==> config.mk <==
export PLATFORM = sky130hd
export DESIGN_NAME = count_pulse_tx_flat
export DESIGN_NICKNAME = d
export VERILOG_FILES = /design/src/rtl/cdu_pkg.sv /design/src/rtl/count_pulse_tx_if.sv /design/src/rtl/count_pulse_tx.sv /design/src/flat_wrapper.sv
export SDC_FILE = /design/constraint.sdc
export NUM_CORES = 1
export LEC_CHECK = 0
export BUFFER_PORTS_ARGS = -buffer_cell sky130_fd_sc_hd__buf_2
export CAP_MARGIN = 10
export CELL_PAD_IN_SITES_DETAIL_PLACEMENT = 1
export CELL_PAD_IN_SITES_GLOBAL_PLACEMENT = 2
export CORE_MARGIN = 8
export CORE_UTILIZATION = 36
export CTS_BUF_LIST = sky130_fd_sc_hd__clkbuf_8
export CTS_CLUSTER_SIZE = 24
export DETAILED_ROUTE_END_ITERATION = 10
export PLACE_DENSITY_LB_ADDON = 0.05
export SLEW_MARGIN = 20
export SYNTH_ARGS = -nofsm -noshare
export SYNTH_HDL_FRONTEND = slang
export SYNTH_SLANG_ARGS = --single-unit
==> constraint.sdc <==
create_clock -name clk -period 13.4 [get_ports clk]
set_clock_uncertainty 0.1 [all_clocks]
set_input_delay 0 -clock clk [delete_from_list [all_inputs] [get_ports clk]]
set_output_delay 0 -clock clk [all_outputs]
set_load 0.01 [all_outputs]
==> src/rtl/cdu_pkg.sv <==
// Shared definitions for the count pulse transmitter: FSM state encoding,
// default pulse/gap timing and a small constant helper for sizing the timer.
package cdu_pkg;

    typedef enum logic [1:0] {
        ST_IDLE  = 2'd0,
        ST_PULSE = 2'd1,
        ST_GAP   = 2'd2
    } cdu_state_e;

    localparam int CDU_PULSE_W_DEF = 4;
    localparam int CDU_GAP_W_DEF   = 4;

    // Larger of two integers, used to size the shared pulse/gap timer.
    function automatic int cdu_max(input int a, input int b);
        if (a > b) begin
            return a;
        end else begin
            return b;
        end
    endfunction

endpackage

==> src/rtl/count_pulse_tx_if.sv <==
// Delta handshake between a count producer and the pulse transmitter.
// The producer offers a signed increment with delta_valid; the transfer
// happens on an edge where delta_valid and delta_ready are both high.
interface count_pulse_tx_if #(
    parameter int CNT_W = 15
) ();

    logic                    delta_valid;
    logic signed [CNT_W-1:0] delta;
    logic                    delta_ready;

    modport master (
        output delta_valid,
        output delta,
        input  delta_ready
    );

    modport slave (
        input  delta_valid,
        input  delta,
        output delta_ready
    );

endinterface

==> src/rtl/count_pulse_tx.sv <==
// Count pulse transmitter: accumulates signed count deltas and replays them
// as fixed-width +1/-1 pulses toward an AGC counter cell. Each pulse is held
// PULSE_W clocks and followed by at least GAP_W low clocks. The accumulator
// saturates symmetrically and raises a sticky overflow flag.
module count_pulse_tx
    import cdu_pkg::*;
#(
    parameter int PULSE_W = CDU_PULSE_W_DEF,
    parameter int GAP_W   = CDU_GAP_W_DEF,
    parameter int CNT_W   = 15
) (
    input  logic                    clk,
    input  logic                    rst_n,
    count_pulse_tx_if.slave         dif,
    input  logic                    ovf_clr,
    output logic                    plus_pulse,
    output logic                    minus_pulse,
    output logic                    busy,
    output logic signed [CNT_W-1:0] pending,
    output logic                    overflow
);

    localparam int TMR_MAX = cdu_max(PULSE_W, GAP_W);
    localparam int TMR_W   = (TMR_MAX > 1) ? $clog2(TMR_MAX) : 1;

    localparam logic [TMR_W-1:0] PULSE_LOAD = TMR_W'(PULSE_W - 1);
    localparam logic [TMR_W-1:0] GAP_LOAD   = TMR_W'(GAP_W - 1);
    localparam logic [TMR_W-1:0] TMR_ONE    = TMR_W'(1);

    // Saturation bounds are symmetric: the most negative code is never used.
    localparam logic signed [CNT_W:0] SAT_POS = $signed({2'b00, {(CNT_W-1){1'b1}}});
    localparam logic signed [CNT_W:0] SAT_NEG = -SAT_POS;
    localparam logic signed [CNT_W:0] STEP_UP = (CNT_W+1)'(1);

    cdu_state_e              state_q, state_d;
    logic [TMR_W-1:0]        timer_q, timer_d;
    logic signed [CNT_W-1:0] pending_q, pending_d;
    logic                    overflow_q, overflow_d;
    logic                    plus_q, plus_d;
    logic                    minus_q, minus_d;
    logic                    busy_q, busy_d;
    logic                    ready_q, ready_d;

    logic                    start_s;
    logic                    neg_s;
    logic                    accept_s;
    logic                    sat_s;
    logic signed [CNT_W:0]   pend_ext_s;
    logic signed [CNT_W:0]   delta_ext_s;
    logic signed [CNT_W:0]   step_s;
    logic signed [CNT_W:0]   sum_s;

    // A pulse starts from IDLE, or at the end of a gap, whenever counts remain.
    assign start_s  = (pending_q != '0) &&
                      ((state_q == ST_IDLE) || ((state_q == ST_GAP) && (timer_q == '0)));
    // Pulse polarity comes from pending at the start edge only.
    assign neg_s    = pending_q[CNT_W-1];
    assign accept_s = dif.delta_valid && ready_q;

    // Next-state, timer and pulse-line logic of the IDLE/PULSE/GAP sequencer.
    always_comb begin
        state_d = state_q;
        timer_d = timer_q;
        plus_d  = plus_q;
        minus_d = minus_q;
        case (state_q)
            ST_IDLE: begin
                if (start_s) begin
                    state_d = ST_PULSE;
                    timer_d = PULSE_LOAD;
                    plus_d  = ~neg_s;
                    minus_d = neg_s;
                end else begin
                    state_d = ST_IDLE;
                    timer_d = '0;
                    plus_d  = 1'b0;
                    minus_d = 1'b0;
                end
            end
            ST_PULSE: begin
                if (timer_q == '0) begin
                    state_d = ST_GAP;
                    timer_d = GAP_LOAD;
                    plus_d  = 1'b0;
                    minus_d = 1'b0;
                end else begin
                    timer_d = timer_q - TMR_ONE;
                end
            end
            ST_GAP: begin
                if (timer_q == '0) begin
                    if (start_s) begin
                        state_d = ST_PULSE;
                        timer_d = PULSE_LOAD;
                        plus_d  = ~neg_s;
                        minus_d = neg_s;
                    end else begin
                        state_d = ST_IDLE;
                        timer_d = '0;
                    end
                end else begin
                    timer_d = timer_q - TMR_ONE;
                end
            end
            default: begin
                state_d = ST_IDLE;
                timer_d = '0;
                plus_d  = 1'b0;
                minus_d = 1'b0;
            end
        endcase
    end

    // Accumulator update: add accepted delta, remove the unit just emitted,
    // clamp symmetrically and keep overflow sticky (set beats clear).
    always_comb begin
        pend_ext_s = {pending_q[CNT_W-1], pending_q};
        if (accept_s) begin
            delta_ext_s = {dif.delta[CNT_W-1], dif.delta};
        end else begin
            delta_ext_s = '0;
        end
        if (!start_s) begin
            step_s = '0;
        end else if (neg_s) begin
            step_s = -STEP_UP;
        end else begin
            step_s = STEP_UP;
        end
        sum_s = pend_ext_s + delta_ext_s - step_s;
        if (sum_s > SAT_POS) begin
            pending_d = SAT_POS[CNT_W-1:0];
            sat_s     = 1'b1;
        end else if (sum_s < SAT_NEG) begin
            pending_d = SAT_NEG[CNT_W-1:0];
            sat_s     = 1'b1;
        end else begin
            pending_d = sum_s[CNT_W-1:0];
            sat_s     = 1'b0;
        end
        if (sat_s) begin
            overflow_d = 1'b1;
        end else if (ovf_clr) begin
            overflow_d = 1'b0;
        end else begin
            overflow_d = overflow_q;
        end
    end

    // Status flags registered from next-state values so they line up with state.
    always_comb begin
        busy_d  = (state_d != ST_IDLE) || (pending_d != '0);
        ready_d = (state_d != ST_PULSE);
    end

    // State, timer, accumulator and output flops; reset dominates all inputs.
    always_ff @(posedge clk) begin
        if (!rst_n) begin
            state_q    <= ST_IDLE;
            timer_q    <= '0;
            pending_q  <= '0;
            overflow_q <= 1'b0;
            plus_q     <= 1'b0;
            minus_q    <= 1'b0;
            busy_q     <= 1'b0;
            ready_q    <= 1'b1;
        end else begin
            state_q    <= state_d;
            timer_q    <= timer_d;
            pending_q  <= pending_d;
            overflow_q <= overflow_d;
            plus_q     <= plus_d;
            minus_q    <= minus_d;
            busy_q     <= busy_d;
            ready_q    <= ready_d;
        end
    end

    assign dif.delta_ready = ready_q;
    assign plus_pulse      = plus_q;
    assign minus_pulse     = minus_q;
    assign busy            = busy_q;
    assign pending         = pending_q;
    assign overflow        = overflow_q;

endmodule

==> src/flat_wrapper.sv <==
// flat-port wrapper written by rule: the top's interface ports become plain ports
module count_pulse_tx_flat import cdu_pkg::*;
#(
    parameter int PULSE_W = CDU_PULSE_W_DEF,
    parameter int GAP_W   = CDU_GAP_W_DEF,
    parameter int CNT_W   = 15
)
  (clk, rst_n, ovf_clr, plus_pulse, minus_pulse, busy, pending, overflow, dif_delta_valid, dif_delta, dif_delta_ready);
  count_pulse_tx_if #(.CNT_W(CNT_W)) dif_i ();
  input  logic clk;
  input  logic rst_n;
  input  logic ovf_clr;
  output logic plus_pulse;
  output logic minus_pulse;
  output logic busy;
  output logic signed [CNT_W-1:0] pending;
  output logic overflow;
  input wire logic [$bits(dif_i.delta_valid)-1:0] dif_delta_valid;
  input wire logic [$bits(dif_i.delta)-1:0] dif_delta;
  output wire logic [$bits(dif_i.delta_ready)-1:0] dif_delta_ready;
  assign dif_i.delta_valid = dif_delta_valid;
  assign dif_i.delta = dif_delta;
  assign dif_delta_ready = dif_i.delta_ready;
  count_pulse_tx #(.PULSE_W(PULSE_W), .GAP_W(GAP_W), .CNT_W(CNT_W)) u_core (.clk(clk), .rst_n(rst_n), .dif(dif_i), .ovf_clr(ovf_clr), .plus_pulse(plus_pulse), .minus_pulse(minus_pulse), .busy(busy), .pending(pending), .overflow(overflow));
endmodule
==> results.tsv <==
stage	metric	value	unit
status	outcome	finished clean	
timing	setup TNS	0	ps
floorplanning	die area	9314	µm²
timing	Final Cycle Share	0.4246	
final_layout	Total Nets Final	386	
placed_design	GP Congestion	0.8122	
synthesis	largest family of logic cells by synthesized area	adder cells	
job	Max Cap Viol	0	
floorplanning	Initial Util	0.3696	
floorplanning	die boundary height	96.51	µm
timing	fin crit period	5690	ps
synthesis	register area share after synthesis	0.2059	
final_layout	FF/Latch Area	480.5	µm²
clock_tree	total CTS buffers	3	
final_layout	Multi-input gate area	1602	µm²
routing	DRC	0	
worst_setup_path	crit-path cells	nor4_1 > nand4_1 > o21ai_0 > nor2_1 > nand2_1 > inv_1 > fa_1 > inv_1 > ha_1 > nand2_1 > o31ai_1 > o2111a_1 > o221ai_1 > xnor2_2 > nand3_1 > o21ai_0	
synthesis	synthesis-stage register bit count	24	
synthesis	Post-Synth XOR/XNOR Area	0.05201	
worst_setup_path	Worst path max stage delay	680	ps
synthesis	Synth Area in Compound Gates	0.1968	
clock_tree	Clock Tree Buf Depth	2	
worst_setup_path	Max FO, Critical Path	17	
timing	max-slew violation count	0	
final_layout	non-filler cells in the finished layout	409	
placed_design	Inst Count DP	406	
worst_setup_path	CP max stage cell	fa_1	
timing	unrepaired setup endpoints after global routing	no	
synthesis	synthesized net count	353	
synthesis	Post-Synth Simple-Gate Area	0.2123	
synthesis	Async S/R FF share, synth	0	
worst_setup_path	Critical Path End Type	flip-flop	
placed_design	Port Buffer Count	38	
floorplanning	IO Pins	39	
worst_setup_path	Worst EP arrival	5780	ps
final_layout	Antenna diodes	0	
global_route	all-layer global routing usage	0.1511	
clock_tree	clock sink count	24	
worst_setup_path	R2R Path Start	u_core.pending[9]$_SDFF_PN0_	
synthesis	Post-Synth Adder-Cell Area	0.2252	
final_layout	filler cell count	820	
global_route	vias in the first global route	2138	
timing	# setup viols final	0	
routing	DR vias	2139	
placed_design	Setup WS pre-CTS	7718	ps
global_route	initial antenna violation count	0	
synthesis	Synth Area per Inst	7.752	µm²
routing	detailed-route wire length	6685	µm
clock_tree	CTS tree	done	
timing	Slew @ Worst Pin	907.3	ps
synthesis	Yosys warnings	0	
final_layout	layout cells sized above 1	0.1476	
synthesis	Mapped Area	2333	µm²
synthesis	post-synthesis mux area share	0	
routing	via/cell ratio	5.230	
worst_setup_path	crit path from	u_core.pending[9]$_SDFF_PN0_	
worst_setup_path	Data required, critical path	13490	ps
min_path	hold wc startpoint	ovf_clr	
floorplanning	core footprint	6314	µm²
synthesis	top_reg_cell synth	dfxtp_1	
global_route	largest net degree at the start of global routing	21	
global_route	first-pass GRT wire length	10830	µm
synthesis	Post-Syn Instances	301	
worst_setup_path	kind of start point of the critical path	flip-flop	
routing	post-route ant nets	0	
clock_tree	CTS Root Cell	clkbuf_8	
placed_design	DPL Wire Length	5565	µm
min_path	Worst Hold Class	in -> reg	
timing	Hold Fails Final Rpt	0	
final_layout	area grow syn2layout	11.80	%
synthesis	Post-synth EDFFs	0	
final_layout	finished layout cell area	2609	µm²
floorplanning	row cnt	29	
clock_tree	Post-CTS Setup Bufs	0	
worst_setup_path	worst setup path class	reg -> reg	
routing	DR pass1 iterations	4	
clock_tree	Post-CTS Hold Buffers	0	
timing	setup ws final	7710	ps
synthesis	Yosys cell types	50	
timing	fmax	175.8	MHz
clock_tree	Clk Latency, worst-skew pair	270	ps
routing	initial drt markers	56	
placed_design	placed inst area	2567	µm²
clock_tree	H-tree Lvls	1	
routing	drt wl/cell	16.34	µm
global_route	total congestion overflow	0	
floorplanning	Die X	96.51	µm
clock_tree	CTS resizes	0	
timing	max_slew headroom	0.3945	
clock_tree	Clk pin slew, worst setup/hold paths	80	ps
==> cell families (layout without fill, tap and decap cells) <==
logic type,after synthesis,in the layout
simple gates,101,101
compound gates,68,68
buf+inv,62,93
fa+ha+maj,33,33
flops,24,24
xor+xnor,13,13
==> area by class of cell <==
cell class / count / area share
well taps: 77 / 0.03693
repair buffers: 39 / 0.07578
clock buffers: 3 / 0.01583
multi-input cells: 215 / 0.6139
flip-flops and latches: 24 / 0.1842
inverters: 51 / 0.07338
==> sequential cells by signal (all words and copies together) (netlist names) <==
| register | cells |
|---|---|
| u_core.pending | 15 |
| u_core.state_q | 2 |
| u_core.timer_q | 2 |
| u_core.busy | 1 |
| u_core.dif.delta_ready | 1 |
| u_core.minus_pulse | 1 |
| u_core.overflow | 1 |
| u_core.plus_pulse | 1 |
==> synth_stat cells (2+ instances only) <==
library cell	n	area share
nand2b_1	3	0.0080
a2bb2oi_1	2	0.0075
o21ai_0	13	0.028
nand2_1	31	0.050
a21o_1	4	0.013
dfxtp_1	24	0.21
buf_2	3	0.0064
inv_1	51	0.082
o31ai_1	3	0.0097
a21oi_1	17	0.036
o211ai_1	7	0.023
fa_1	15	0.13
nor4_1	3	0.0080
o21a_1	2	0.0064
nand4_1	3	0.0080
and3_1	4	0.011
a31oi_1	4	0.011
nor3b_1	4	0.013
buf_4	2	0.0064
xnor2_1	4	0.015
o2111a_1	2	0.0097
xor2_1	8	0.030
nand3_1	18	0.039
clkbuf_1	5	0.0080
ha_1	18	0.097
a211oi_1	3	0.0097
nor3_1	6	0.013
nor2_1	20	0.032
==> stage by stage <==
step                      hold WS, ps  utilization
after floorplan                 48.97            -
after global placement          321.2       0.4067
after detailed placement        313.3       0.4067
after CTS                       37.58       0.4132
after global routing            69.96       0.4132
final                           38.85       0.4132
==> layer usage <==
metal,track usage,vias up,routed length [µm]
li1,-,1083,-
met1,0.1944,1005,3004
met2,0.2497,38,3243
met3,0.01777,13,250
met4,0.06305,0,187
met5,0,-,0
==> layout by cell type, fill, tap and decap left out, types with 2 or more instances in the layout <==
cell type	Yosys	layout
nand2_1	31	31
o21ai_0	13	13
ha_1	18	18
fa_1	15	15
o211ai_1	7	7
nor2_1	20	20
a21o_1	4	4
buf_2	3	38
a21oi_1	17	17
xnor2_1	4	4
nor3b_1	4	4
dfxtp_1	24	24
a31oi_1	4	4
a211oi_1	3	3
nor3_1	6	6
nor4_1	3	3
inv_1	51	51
a2bb2oi_1	2	2
clkbuf_8	0	3
o21a_1	2	2
xor2_1	8	8
o31ai_1	3	3
nand3_1	18	18
and3_1	4	4
nand4_1	3	3
o2111a_1	2	2
nand2b_1	3	3
==> critical path: cells and delay by family, from the launching register on <==
family                     cells  cell delay (ps)
AOI/OAI and AO/OA              5             1530
and+or+nand+nor                6             1450
adders and majority gates      2             1070
xor gates and xnor gates       1              650
buffers and inverters          2              450
DFF                            1              340
==> final timing paths <==
check / cells past startpoint / end / slack (ps)
setup / recovery: 16 / u_core.pending[8]$_SDFF_PN0_ / 7710
hold / removal: 4 / u_core.overflow$_SDFFE_PN0P_ / 40
setup reg to reg: 16 / u_core.pending[8]$_SDFF_PN0_ / 7710
hold reg to reg: 2 / u_core.plus_pulse$_SDFFE_PN0P_ / 430
Power is not shown: default switching activity piles up to over one toggle a cycle in this logic, so the estimate is an artifact.
